[src/rtl/sram_arbiter_if.sv]
// rtl/sram_arbiter_if.sv - requester-side bus bundle shared by all sram_arbiter requesters
interface sram_arbiter_if #(
    parameter int NUM_REQ = 3
);
    logic [NUM_REQ-1:0]    req_valid;
    logic [NUM_REQ-1:0]    req_ready;
    logic [NUM_REQ-1:0]    req_lock;
    logic [4*NUM_REQ-1:0]  req_web;
    logic [32*NUM_REQ-1:0] req_addr;
    logic [32*NUM_REQ-1:0] req_wdata;
    logic [NUM_REQ-1:0]    rsp_valid;
    logic [31:0]           rsp_rdata;
    logic                  rsp_err;

    // Requester view: drives requests, receives grants and responses.
    modport master (
        output req_valid, req_lock, req_web, req_addr, req_wdata,
        input  req_ready, rsp_valid, rsp_rdata, rsp_err
    );

    // Arbiter view.
    modport slave (
        input  req_valid, req_lock, req_web, req_addr, req_wdata,
        output req_ready, rsp_valid, rsp_rdata, rsp_err
    );
endinterface

[src/rtl/sram_arbiter.sv]
// rtl/sram_arbiter.sv - round-robin SRAM arbiter with RMW byte writes, range filter and bus lock
module sram_arbiter #(
    parameter int NUM_REQ = 3
) (
    input  logic          clk,
    input  logic          rst_n,
    sram_arbiter_if.slave bus,
    output logic [3:0]    sram_web,
    output logic [31:0]   sram_addr,
    output logic [31:0]   sram_wdata,
    input  logic [31:0]   sram_rdata
);
    localparam int IDW = (NUM_REQ > 1) ? $clog2(NUM_REQ) : 1;
    localparam logic [IDW:0]   NREQ_W = (IDW+1)'(NUM_REQ);
    localparam logic [IDW-1:0] LAST_ID = IDW'(NUM_REQ - 1);

    typedef enum logic {
        S_IDLE  = 1'b0,
        S_MERGE = 1'b1
    } state_t;

    localparam logic [1:0] K_READ  = 2'd0;
    localparam logic [1:0] K_WRITE = 2'd1;
    localparam logic [1:0] K_ERR   = 2'd2;

    state_t         r_state;
    state_t         w_state_nxt;

    logic [IDW-1:0] r_rr_ptr;
    logic           r_lock_active;
    logic [IDW-1:0] r_lock_owner;

    logic [31:0]    r_rmw_addr;
    logic [31:0]    r_rmw_wdata;
    logic [3:0]     r_rmw_web;
    logic [IDW-1:0] r_rmw_id;

    logic           r_rsp_pend;
    logic [IDW-1:0] r_rsp_id;
    logic [1:0]     r_rsp_kind;

    logic           w_gnt_any;
    logic [IDW-1:0] w_gnt_id;
    logic [IDW:0]   w_sum;

    logic [3:0]     w_g_web;
    logic [31:0]    w_g_addr;
    logic [31:0]    w_g_wdata;
    logic           w_g_lock;
    logic           w_is_err;
    logic           w_is_read;
    logic           w_is_fwr;
    logic           w_is_pwr;
    logic [31:0]    w_merge;
    logic [IDW-1:0] w_rr_next;

    // Pick the winner: only the lock owner while locked, else first valid from rr_ptr upward.
    always_comb begin
        w_gnt_any = 1'b0;
        w_gnt_id  = '0;
        w_sum     = '0;
        if (rst_n && (r_state == S_IDLE)) begin
            if (r_lock_active) begin
                if (bus.req_valid[r_lock_owner]) begin
                    w_gnt_any = 1'b1;
                    w_gnt_id  = r_lock_owner;
                end
            end else begin
                for (int k = 0; k < NUM_REQ; k++) begin
                    w_sum = {1'b0, r_rr_ptr} + (IDW+1)'(k);
                    if (w_sum >= NREQ_W) begin
                        w_sum = w_sum - NREQ_W;
                    end
                    if (!w_gnt_any && bus.req_valid[w_sum[IDW-1:0]]) begin
                        w_gnt_any = 1'b1;
                        w_gnt_id  = w_sum[IDW-1:0];
                    end
                end
            end
        end
    end

    // Select the granted payload and classify it; out-of-window addresses win over everything.
    always_comb begin
        w_g_web   = bus.req_web[w_gnt_id*4 +: 4];
        w_g_addr  = bus.req_addr[w_gnt_id*32 +: 32];
        w_g_wdata = bus.req_wdata[w_gnt_id*32 +: 32];
        w_g_lock  = bus.req_lock[w_gnt_id];
        w_is_err  = (w_g_addr[31:16] != 16'h0);
        w_is_read = !w_is_err && (w_g_web == 4'hF);
        w_is_fwr  = !w_is_err && (w_g_web == 4'h0);
        w_is_pwr  = !w_is_err && !w_is_read && !w_is_fwr;
        w_rr_next = (w_gnt_id == LAST_ID) ? '0 : (w_gnt_id + IDW'(1));
    end

    // Byte merge for the RMW write: enabled bytes from captured data, the rest from the old word.
    always_comb begin
        w_merge = '0;
        for (int k = 0; k < 4; k++) begin
            w_merge[8*k +: 8] = r_rmw_web[k] ? sram_rdata[8*k +: 8] : r_rmw_wdata[8*k +: 8];
        end
    end

    // FSM state register.
    always_ff @(posedge clk) begin
        if (!rst_n) begin
            r_state <= S_IDLE;
        end else begin
            r_state <= w_state_nxt;
        end
    end

    // FSM next state: a partial write spends one extra cycle in MERGE.
    always_comb begin
        w_state_nxt = r_state;
        case (r_state)
            S_IDLE:  if (w_gnt_any && w_is_pwr) w_state_nxt = S_MERGE;
            S_MERGE: w_state_nxt = S_IDLE;
            default: w_state_nxt = S_IDLE;
        endcase
    end

    // FSM outputs: grant and SRAM port; everything parks idle while in reset.
    always_comb begin
        bus.req_ready = '0;
        sram_web      = 4'hF;
        sram_addr     = 32'h0;
        sram_wdata    = 32'h0;
        if (rst_n) begin
            case (r_state)
                S_IDLE: begin
                    if (w_gnt_any) begin
                        bus.req_ready[w_gnt_id] = 1'b1;
                        if (!w_is_err) begin
                            sram_addr = {w_g_addr[31:2], 2'b00};
                            if (w_is_fwr) begin
                                sram_web   = 4'h0;
                                sram_wdata = w_g_wdata;
                            end
                        end
                    end
                end
                S_MERGE: begin
                    sram_web   = 4'h0;
                    sram_addr  = r_rmw_addr;
                    sram_wdata = w_merge;
                end
                default: begin
                    sram_web = 4'hF;
                end
            endcase
        end
    end

    // Round-robin pointer and lock tracking; a locked owner does not advance the pointer.
    always_ff @(posedge clk) begin
        if (!rst_n) begin
            r_rr_ptr      <= '0;
            r_lock_active <= 1'b0;
            r_lock_owner  <= '0;
        end else if (w_gnt_any) begin
            if (!r_lock_active) begin
                r_rr_ptr <= w_rr_next;
            end
            if (w_g_lock) begin
                r_lock_active <= 1'b1;
                r_lock_owner  <= w_gnt_id;
            end else begin
                r_lock_active <= 1'b0;
            end
        end
    end

    // Capture the partial-write payload for the MERGE cycle.
    always_ff @(posedge clk) begin
        if (!rst_n) begin
            r_rmw_addr  <= 32'h0;
            r_rmw_wdata <= 32'h0;
            r_rmw_web   <= 4'hF;
            r_rmw_id    <= '0;
        end else if (w_gnt_any && w_is_pwr) begin
            r_rmw_addr  <= {w_g_addr[31:2], 2'b00};
            r_rmw_wdata <= w_g_wdata;
            r_rmw_web   <= w_g_web;
            r_rmw_id    <= w_gnt_id;
        end
    end

    // Response register: loaded on a single-cycle transfer or on the MERGE cycle.
    always_ff @(posedge clk) begin
        if (!rst_n) begin
            r_rsp_pend <= 1'b0;
            r_rsp_id   <= '0;
            r_rsp_kind <= K_READ;
        end else begin
            r_rsp_pend <= 1'b0;
            if (r_state == S_MERGE) begin
                r_rsp_pend <= 1'b1;
                r_rsp_id   <= r_rmw_id;
                r_rsp_kind <= K_WRITE;
            end else if (w_gnt_any && !w_is_pwr) begin
                r_rsp_pend <= 1'b1;
                r_rsp_id   <= w_gnt_id;
                r_rsp_kind <= w_is_err ? K_ERR : (w_is_read ? K_READ : K_WRITE);
            end
        end
    end

    // Response outputs: read data comes straight from the macro's registered output.
    always_comb begin
        bus.rsp_valid = '0;
        bus.rsp_rdata = 32'h0;
        bus.rsp_err   = 1'b0;
        if (rst_n && r_rsp_pend) begin
            bus.rsp_valid[r_rsp_id] = 1'b1;
            if (r_rsp_kind == K_READ) begin
                bus.rsp_rdata = sram_rdata;
            end else if (r_rsp_kind == K_ERR) begin
                bus.rsp_err = 1'b1;
            end
        end
    end
endmodule

[src/flat_wrapper.sv]
// flat-port wrapper written by rule: the top's interface ports become plain ports
module sram_arbiter_flat 
#(
    parameter int NUM_REQ = 3
)
  (clk, rst_n, sram_web, sram_addr, sram_wdata, sram_rdata, bus_req_valid, bus_req_lock, bus_req_web, bus_req_addr, bus_req_wdata, bus_req_ready, bus_rsp_valid, bus_rsp_rdata, bus_rsp_err);
  sram_arbiter_if #(.NUM_REQ(NUM_REQ)) bus_i ();
  input  logic clk;
  input  logic rst_n;
  output logic [3:0] sram_web;
  output logic [31:0] sram_addr;
  output logic [31:0] sram_wdata;
  input  logic [31:0] sram_rdata;
  input wire logic [$bits(bus_i.req_valid)-1:0] bus_req_valid;
  input wire logic [$bits(bus_i.req_lock)-1:0] bus_req_lock;
  input wire logic [$bits(bus_i.req_web)-1:0] bus_req_web;
  input wire logic [$bits(bus_i.req_addr)-1:0] bus_req_addr;
  input wire logic [$bits(bus_i.req_wdata)-1:0] bus_req_wdata;
  output wire logic [$bits(bus_i.req_ready)-1:0] bus_req_ready;
  output wire logic [$bits(bus_i.rsp_valid)-1:0] bus_rsp_valid;
  output wire logic [$bits(bus_i.rsp_rdata)-1:0] bus_rsp_rdata;
  output wire logic [$bits(bus_i.rsp_err)-1:0] bus_rsp_err;
  assign bus_i.req_valid = bus_req_valid;
  assign bus_i.req_lock = bus_req_lock;
  assign bus_i.req_web = bus_req_web;
  assign bus_i.req_addr = bus_req_addr;
  assign bus_i.req_wdata = bus_req_wdata;
  assign bus_req_ready = bus_i.req_ready;
  assign bus_rsp_valid = bus_i.rsp_valid;
  assign bus_rsp_rdata = bus_i.rsp_rdata;
  assign bus_rsp_err = bus_i.rsp_err;
  sram_arbiter #(.NUM_REQ(NUM_REQ)) u_core (.clk(clk), .rst_n(rst_n), .bus(bus_i), .sram_web(sram_web), .sram_addr(sram_addr), .sram_wdata(sram_wdata), .sram_rdata(sram_rdata));
endmodule
[config.mk]
export PLATFORM = sky130hd
export DESIGN_NAME = sram_arbiter_flat
export DESIGN_NICKNAME = d
export VERILOG_FILES = /design/src/rtl/sram_arbiter_if.sv /design/src/rtl/sram_arbiter.sv /design/src/flat_wrapper.sv
export SDC_FILE = /design/constraint.sdc
export NUM_CORES = 1
export LEC_CHECK = 0
export BUFFER_PORTS_ARGS = -buffer_cell sky130_fd_sc_hd__buf_4
export CORE_AREA = 2 2 135 137
export DETAILED_ROUTE_END_ITERATION = 7
export DIE_AREA = 0 0 137 139
export PLACE_DENSITY = 0.64
export SYNTH_ARGS = -nofsm -noshare
export SYNTH_HDL_FRONTEND = slang
export SYNTH_SLANG_ARGS = --single-unit
[constraint.sdc]
create_clock -name clk -period 3.15 [get_ports clk]
set_input_delay 0.4725 -clock clk [delete_from_list [all_inputs] [get_ports clk]]
set_output_delay 0.4725 -clock clk [all_outputs]
set_load 0.02 [all_outputs]
After elaboration in Yosys (flattened, before gate mapping)

Cells that the tools add are included.

Bits of input ports: 244
Logic and storage cells: 141
Register bits after elaboration: 79
Output and inout bits: 107

Bitwise operators: 3
Shift operators: 3
Magnitude comparators: 11
$add $sub $neg: 6
Eq/ne operators: 3
Multiplexer cells: 78
Reduce and logical (&&, ||, !) cells: 25

Operators by type and width:

| kind                                                                                 | number |
|---|---|
| 32-bit two-way mux                                                                   | 9 |
| 96-bit by 8-bit indexed part select with 32-bit output                               | 2 |
| 32-bit case mux with 2 select lines                                                  | 2 |
| 2-bit two-way mux                                                                    | 19 |
| 8-bit two-way mux                                                                    | 4 |
| 1-bit two-way mux                                                                    | 27 |
| 2-bit by 3-bit < comparator with 1-bit output (second input constant)                | 6 |
| 4-bit two-way mux                                                                    | 4 |
| 16-bit nonzero test                                                                  | 1 |
| 1-bit logical AND                                                                    | 12 |
| 3-bit two-way mux                                                                    | 4 |
| 12-bit by 5-bit indexed part select with 4-bit output                                | 1 |
| 1-bit binary-select mux with 2-bit select                                            | 5 |
| 4-bit case mux with 2 select lines                                                   | 1 |
| 3-bit by 2-bit greater-or-equal comparator with 1-bit output (second input constant) | 2 |
| 1-bit logical NOT                                                                    | 6 |
| 2-bit subtractor (second input constant)                                             | 3 |
| 1-bit demux with 2-bit select                                                        | 2 |
| 2-bit == test (second input constant)                                                | 2 |
| 4-bit == test (second input constant)                                                | 1 |
| 2-bit by 1-bit greater-or-equal comparator with 1-bit output (second input constant) | 2 |
| 4-bit logical NOT                                                                    | 1 |
| 2-bit AND reduction                                                                  | 2 |
| 2-bit by 1-bit adder with 3-bit output (second input constant)                       | 1 |
| 8 further kinds                                                                      | 10 |

Logic depth before layout (Yosys ltp)

Depth after elaboration: 30
Mapped depth: 14
Gate-level depth less buffers: 11

Least setup slack after synthesis

OpenSTA, ideal clock, no wires.

Path kind: reg2out
Start: reg u_core.r_rr_ptr[0]
End: out sram_web[1]
Slack: -0.454 ns
Data arrival time: 3.131 ns
Cell stages (with the launch flop): 12
Data required time: 2.677 ns
Buffers on the path: 2
Cells stage by stage: dfxtp_1 -> inv_1 -> ha_1 -> nor2b_1 -> o21ai_1 -> o32ai_4 -> a32o_1 -> or2_2 -> nor3_2 -> clkbuf_1 -> o21ai_0 -> buf_4

Cells in the longest elaborated chain, start to end: 28
Elaborated cells on any way between the ends: 52
Classes of those cells: add/sub: 5; order compare: 3; shift: 2; mux: 34; reduce/logical: 8

Ends and longest elaborated chain:

| element                                                                      | RTL line                               | RTL |
|---|---|---|
| start, declared                                                              | sram_arbiter.sv:29                     | `logic [IDW-1:0] r_rr_ptr;` |
| start signal, assigned                                                       | sram_arbiter.sv:163                    | `r_rr_ptr <= w_rr_next;` |
| 2-bit subtractor / 2-bit greater-or-equal comparator (equally long branches) | sram_arbiter.sv:72, sram_arbiter.sv:71 |  |
| 2-bit two-way mux                                                            | sram_arbiter.sv:71                     | `if (w_sum >= NREQ_W) begin` |
| 2-bit two-way mux                                                            | sram_arbiter.sv:63                     | `if (r_lock_active) begin` |
| 2-bit two-way mux                                                            | sram_arbiter.sv:62                     | `if (rst_n && (r_state == S_IDLE)) begin` |
| 1-bit binary-select mux with 2-bit select                                    | sram_arbiter.sv:74                     | `if (!w_gnt_any && bus.req_valid[w_sum[IDW-1:0]]) begin` |
| 1-bit two-way mux (not written as such)                                      | sram_arbiter.sv:74                     |  |
| 1-bit two-way mux                                                            | sram_arbiter.sv:74                     |  |
| 1-bit two-way mux                                                            | sram_arbiter.sv:63                     |  |
| [12 not listed]                                                              | -                                      |  |
| 16-bit nonzero test                                                          | sram_arbiter.sv:89                     | `w_is_err = (w_g_addr[31:16] != 16'h0);` |
| 1-bit logical NOT                                                            | sram_arbiter.sv:91                     | `w_is_fwr = !w_is_err && (w_g_web == 4'h0);` |
| 1-bit logical AND                                                            | sram_arbiter.sv:91                     |  |
| 4-bit two-way mux                                                            | sram_arbiter.sv:136                    | `if (w_is_fwr) begin` |
| 4-bit two-way mux                                                            | sram_arbiter.sv:134                    | `if (!w_is_err) begin` |
| 4-bit two-way mux (*)                                                        | sram_arbiter.sv:132                    | `if (w_gnt_any) begin` |
| 4-bit case mux with 2 select lines (*)                                       | sram_arbiter.sv:130                    | `case (r_state)` |
| 4-bit two-way mux (*)                                                        | sram_arbiter.sv:129                    | `if (rst_n) begin` |
| end, declared                                                                | flat_wrapper.sv:10                     | `output logic [3:0] sram_web;` |

Mark *: on every way between the ends. The rest lies on a longest branch, timed or not. The select of a mux whose other input is x is not followed.

Worst setup path after layout

Start: reg u_core.r_rr_ptr[1]
End: out sram_wdata[7]

Cells in the longest elaborated chain, start to end: 28
Elaborated cells on any way between the ends: 53
Classes of those cells: add/sub: 5; order compare: 3; shift: 3; mux: 34; reduce/logical: 8

Ends and longest elaborated chain:

| element                                                                      | RTL line                               | RTL |
|---|---|---|
| 2-bit subtractor / 2-bit greater-or-equal comparator (equally long branches) | sram_arbiter.sv:72, sram_arbiter.sv:71 |  |
| 2-bit two-way mux                                                            | sram_arbiter.sv:71                     |  |
| 2-bit two-way mux                                                            | sram_arbiter.sv:63                     |  |
| 2-bit two-way mux                                                            | sram_arbiter.sv:62                     |  |
| 1-bit binary-select mux with 2-bit select                                    | sram_arbiter.sv:74                     |  |
| 1-bit two-way mux (not written as such)                                      | sram_arbiter.sv:74                     |  |
| 1-bit two-way mux                                                            | sram_arbiter.sv:74                     |  |
| 1-bit two-way mux                                                            | sram_arbiter.sv:63                     |  |
| [12 not listed]                                                              | -                                      |  |
| 16-bit nonzero test                                                          | sram_arbiter.sv:89                     |  |
| 1-bit logical NOT                                                            | sram_arbiter.sv:91                     |  |
| 1-bit logical AND                                                            | sram_arbiter.sv:91                     |  |
| 32-bit two-way mux                                                           | sram_arbiter.sv:136                    |  |
| 32-bit two-way mux                                                           | sram_arbiter.sv:134                    |  |
| 32-bit two-way mux (*)                                                       | sram_arbiter.sv:132                    |  |
| 32-bit case mux with 2 select lines (*)                                      | sram_arbiter.sv:130                    |  |
| 32-bit two-way mux (*)                                                       | sram_arbiter.sv:129                    |  |
| end, declared                                                                | flat_wrapper.sv:12                     | `output logic [31:0] sram_wdata;` |

Marks and branches as above.

==> parameters.txt <==
Parameter                              Value

Synthesis
  Syn Std Cell Area ... 0.00577 sq mm
  Number of flops mapped to enable cells by yosys ... 0
  Number of different library cells in the post-synthesis netlist ... 55
  Synth Flop Type ... dfxtp_1
  Fraction of registers with async set or reset after synthesis ... 0%
  Post-synthesis sequential element count ... 79
  Yosys top cell by area ... dfxtp_1
  Share of the synthesized area in the top cell type ... 27.4%
  Sequential area share after synthesis ... 27.4%
  Cell count after synthesis ... 770
  Synth top area cells ... dfxtp_1 27%, a22oi_1 12%, nand2_1 9.7%, mux2i_1 9.0%, mux2_2 6.4%
  Per-instance average area after synthesis ... 7.49 sq um
  Warning count from the yosys run ... 0

Setup path
  Cell type of the slowest stage on the worst timing path ... dfxtp_4
  Data arrival, critical path ... 3.21 ns
  Endpoint of the worst register-to-register path ... u_core.r_rmw_wdata[17]
  Length in cells of the worst reg-to-reg path ... 17
  Path type of the worst setup path ... reg -> out
  Peak per-stage delay on the critical path ... 0.38 ns
  Capture point of the critical path ... sram_wdata[7]
  Required time at the endpoint of the critical path ... 2.68 ns
  Maximum fanout along the worst path ... 6
  Worst Setup End Kind ... output pin
  Category of the worst setup path launch point ... flip-flop
  Reg-to-reg critical path startpoint ... u_core.r_rr_ptr[1]
  Internal reg-to-reg setup slack ... 0.08 ns
  Most common cell on crit path ... buf_6
  Worst-path cell chain ... inv_4 > ha_4 > mux2i_4 > o21ai_2 > o32ai_4 > buf_12 > a32o_2 > a2111o_1 > nor3_4 > buf_6 > clkbuf_16 > a22oi_1 > nor2_2 > buf_6
  Startpoint of the worst setup timing path ... u_core.r_rr_ptr[1]

Power and ir drop
  Post-layout power ... 5.40 mW
  Clock network power share ... 22.5%
  Power dissipated by switching net loads ... 2.10 mW
  Power share of the combinational group ... 55.0%
  Sequential share of power ... 22.4%
  Worst VDD drop ... 295 uV
  P_int ... 3.29 mW
  Proportion of total power due to net switching ... 39.0%
  Power Density ... 550 mW/mm^2
  Leak Pwr ... 4.37 nW

Route
  Mean number of vias per cell ... 5.18
  Post-detailed-routing wire length ... 23.9 mm
  Drt drc ... 0
  Detailed-route via count ... 7052
  First DRT Iteration DRCs ... 343
  Length of the first detailed-routing pass in iterations ... 5
  Post-detailed-route count of antenna-violating nets ... 0
  Wire per inst ... 17.6 um

Clocking
  Clock latency at the later pin of the worst-skew pair ... 0.34 ns
  Clk sink count ... 79
  Number of buffers added by the clock tree synthesis step ... 9
  TritonCTS clock tree ... done
  Clock-pin slew on the worst setup and hold paths ... 0.06 ns
  # hold bufs at CTS ... 0
  Root Driver ... clkbuf_16
  CTS H-tree depth ... 3
  Longest Clk Path Bufs ... 2

GRT
  Wire length of the first global-routing pass ... 35.2 mm
  Overflow left after global routing ... 0
  Number of antenna violations at the first check in global routing ... 0
  Maximum number of pins on one net before global-route repair ... 77
  Number of global-route vias before repair ... 6696
  Total routing usage reported by global routing ... 23.7%

Die
  Core Rows ... 49
  Core region area ... 0.0177 sq mm
  Die Area ... 0.0190 sq mm
  Total I/O pin count ... 351
  Die width ... 137 um
  Die height ... 139 um
  Initial core utilization ... 32.7%

STA
  Unrepaired setup endpoints after global routing ... yes
  Final Hold Violating Endpoints ... 0
  Max-slew violation total from the final report ... 0
  Final min period ... 3.68 ns
  Maximum clock skew at final layout ... 0.00779 ns
  Worst slew pin tran ... 0.896 ns
  Final worst setup slack ... -0.531 ns
  Total negative slack for setup checks ... -20.92 ns
  Share of the cycle needed by the critical path after routing ... 117%
  Fmax ... 272 MHz
  Final setup violation count ... 50
  Worst-case headroom to the max-slew limit ... 40.3%

Final layout
  Most used cells in the layout excluding fill and tap cells ... 370 x buf_4, 149 x nand2_1, 89 x a22oi_1, 76 x dfxtp_1, 50 x mux2i_1
  Share of layout cells above drive strength 1 ... 47.6%
  Most frequent standard cell in the layout excluding fill and tap cells ... buf_4
  Number of nets at the end of the flow ... 1376
  Synth-to-layout area growth ... 70.3%
  Layout Utilization ... 55.6%
  Ant. Diodes ... 0

Status
  Violations in the final reports ... setup timing
  Status ... finished with violations

Worst hold path
  Class of the tightest hold or removal check ... in -> reg

Job
  Number of maximum-capacitance constraint violations ... 0

Placement
  HPWL Detailed ... 17.3 mm
  Number of buffers inserted by port buffering ... 342
  Final weighted congestion of routability-driven global placement ... 0.834
==> sequential cells by signal (all words and copies together) (netlist names), 2 cells and up <==
register,cells
u_core.r_rmw_web,4
u_core.r_rmw_addr,30
u_core.r_lock_owner,2
u_core.r_rmw_id,2
u_core.r_rmw_wdata,32
u_core.r_rsp_id,2
u_core.r_rsp_kind,2
u_core.r_rr_ptr,2
==> synthesized netlist by cell type (4+ instances only) <==
cell      count
buf_2         6
nand4_1       8
a21oi_1       6
ha_1          4
and2_1       37
o21ai_0      51
inv_1         6
mux2_2       33
o31a_1        5
clkbuf_1     53
nor2b_1       4
mux2i_1      52
nor4_1       12
nor2_1       60
dfxtp_1      79
nand2_1     149
buf_1         7
a22oi_1      93
buf_4         5
nor3_1        4
and3_1       35
o21ai_1       4
a211oi_1      5
buf_6         5
==> through the flow <==
stage	std cells	hold slack [ns]	setup WS, ns	cell area, sq um
after floorplan	771	0.423	-0.0517	5940
after global placement	1327	0.431	-0.181	8980
after detailed placement	1327	0.442	-0.193	8980
after CTS	1357	0.406	-0.517	9690
after global routing	1362	0.431	-0.653	9820
final	1362	0.413	-0.531	9820
==> layer usage <==
layer / vias up / GRT usage, % / part of all wire [%]
met4: 0 / 5.53 / 1.4
met3: 23 / 4.64 / 7.5
met5: - / 0 / 0
met1: 3262 / 28.9 / 40
met2: 288 / 42.3 / 51
li1: 3479 / - / -
==> logic make-up after synthesis <==
logic type / share of synthesized area (%)
and+or+nand+nor: 26.6
AOI/OAI and AO/OA: 23.0
muxes: 15.5
buffers and inverters: 6.58
DFF: 27.4
adders and majority gates: 0.868
other: 0.0650
==> how the worst min path moves through the flow <==
stage	end	cells past startpoint	slack, ns	startpoint
3_3_place_gp	u_core.r_rmw_id[0]	2	0.43	u_core.r_rmw_id[0]
4_1_cts	u_core.r_lock_owner[0]	3	0.41	bus_req_lock[1]
5_1_grt	u_core.r_lock_owner[0]	3	0.43	bus_req_lock[1]
3_5_place_dp	u_core.r_rmw_id[0]	2	0.44	u_core.r_rmw_id[0]
2_1_floorplan	u_core.r_rmw_id[0]	2	0.42	u_core.r_rmw_id[0]
6_report	u_core.r_lock_owner[0]	3	0.41	bus_req_lock[1]
==> power groups by stage <==
stage	Clock (mW)	Sequential [mW]	Combinational [mW]
floorplan	0	1.18	1.63
global placement	0	1.22	2.67
detailed placement	0	1.23	2.70
CTS	1.25	1.21	2.90
global route	1.29	1.23	3.22
finish	1.22	1.21	2.97
==> what timing repair did <==
item                       in CTS  in global routing
gates cloned                    3                  3
resized for setup              57                 20
setup buffers                  11                  3
pin swaps                      38                 14
setup endpoints to repair      50                104
==> cell type report <==
type / instances / area [sq um]
Sequential cell: 79 / 1590
Tap cell: 229 / 287
Multi-Input combinational cell: 608 / 4060
Timing Repair Buffer: 422 / 3490
Fill cell: 1699 / 7840
Clock buffer: 9 / 225
Clock inverter: 7 / 121
Inverter: 8 / 40.0
==> critical path: cells and delay by family, from the launching register on <==
family / cells / cell delay [ns]
flops: 1 / 0.38
buf+inv: 5 / 0.64
mux: 1 / 0.19
fa+ha+maj: 1 / 0.17
simple gates: 2 / 0.45
compound gates: 5 / 1.02
(Power assumes the default switching activity.)
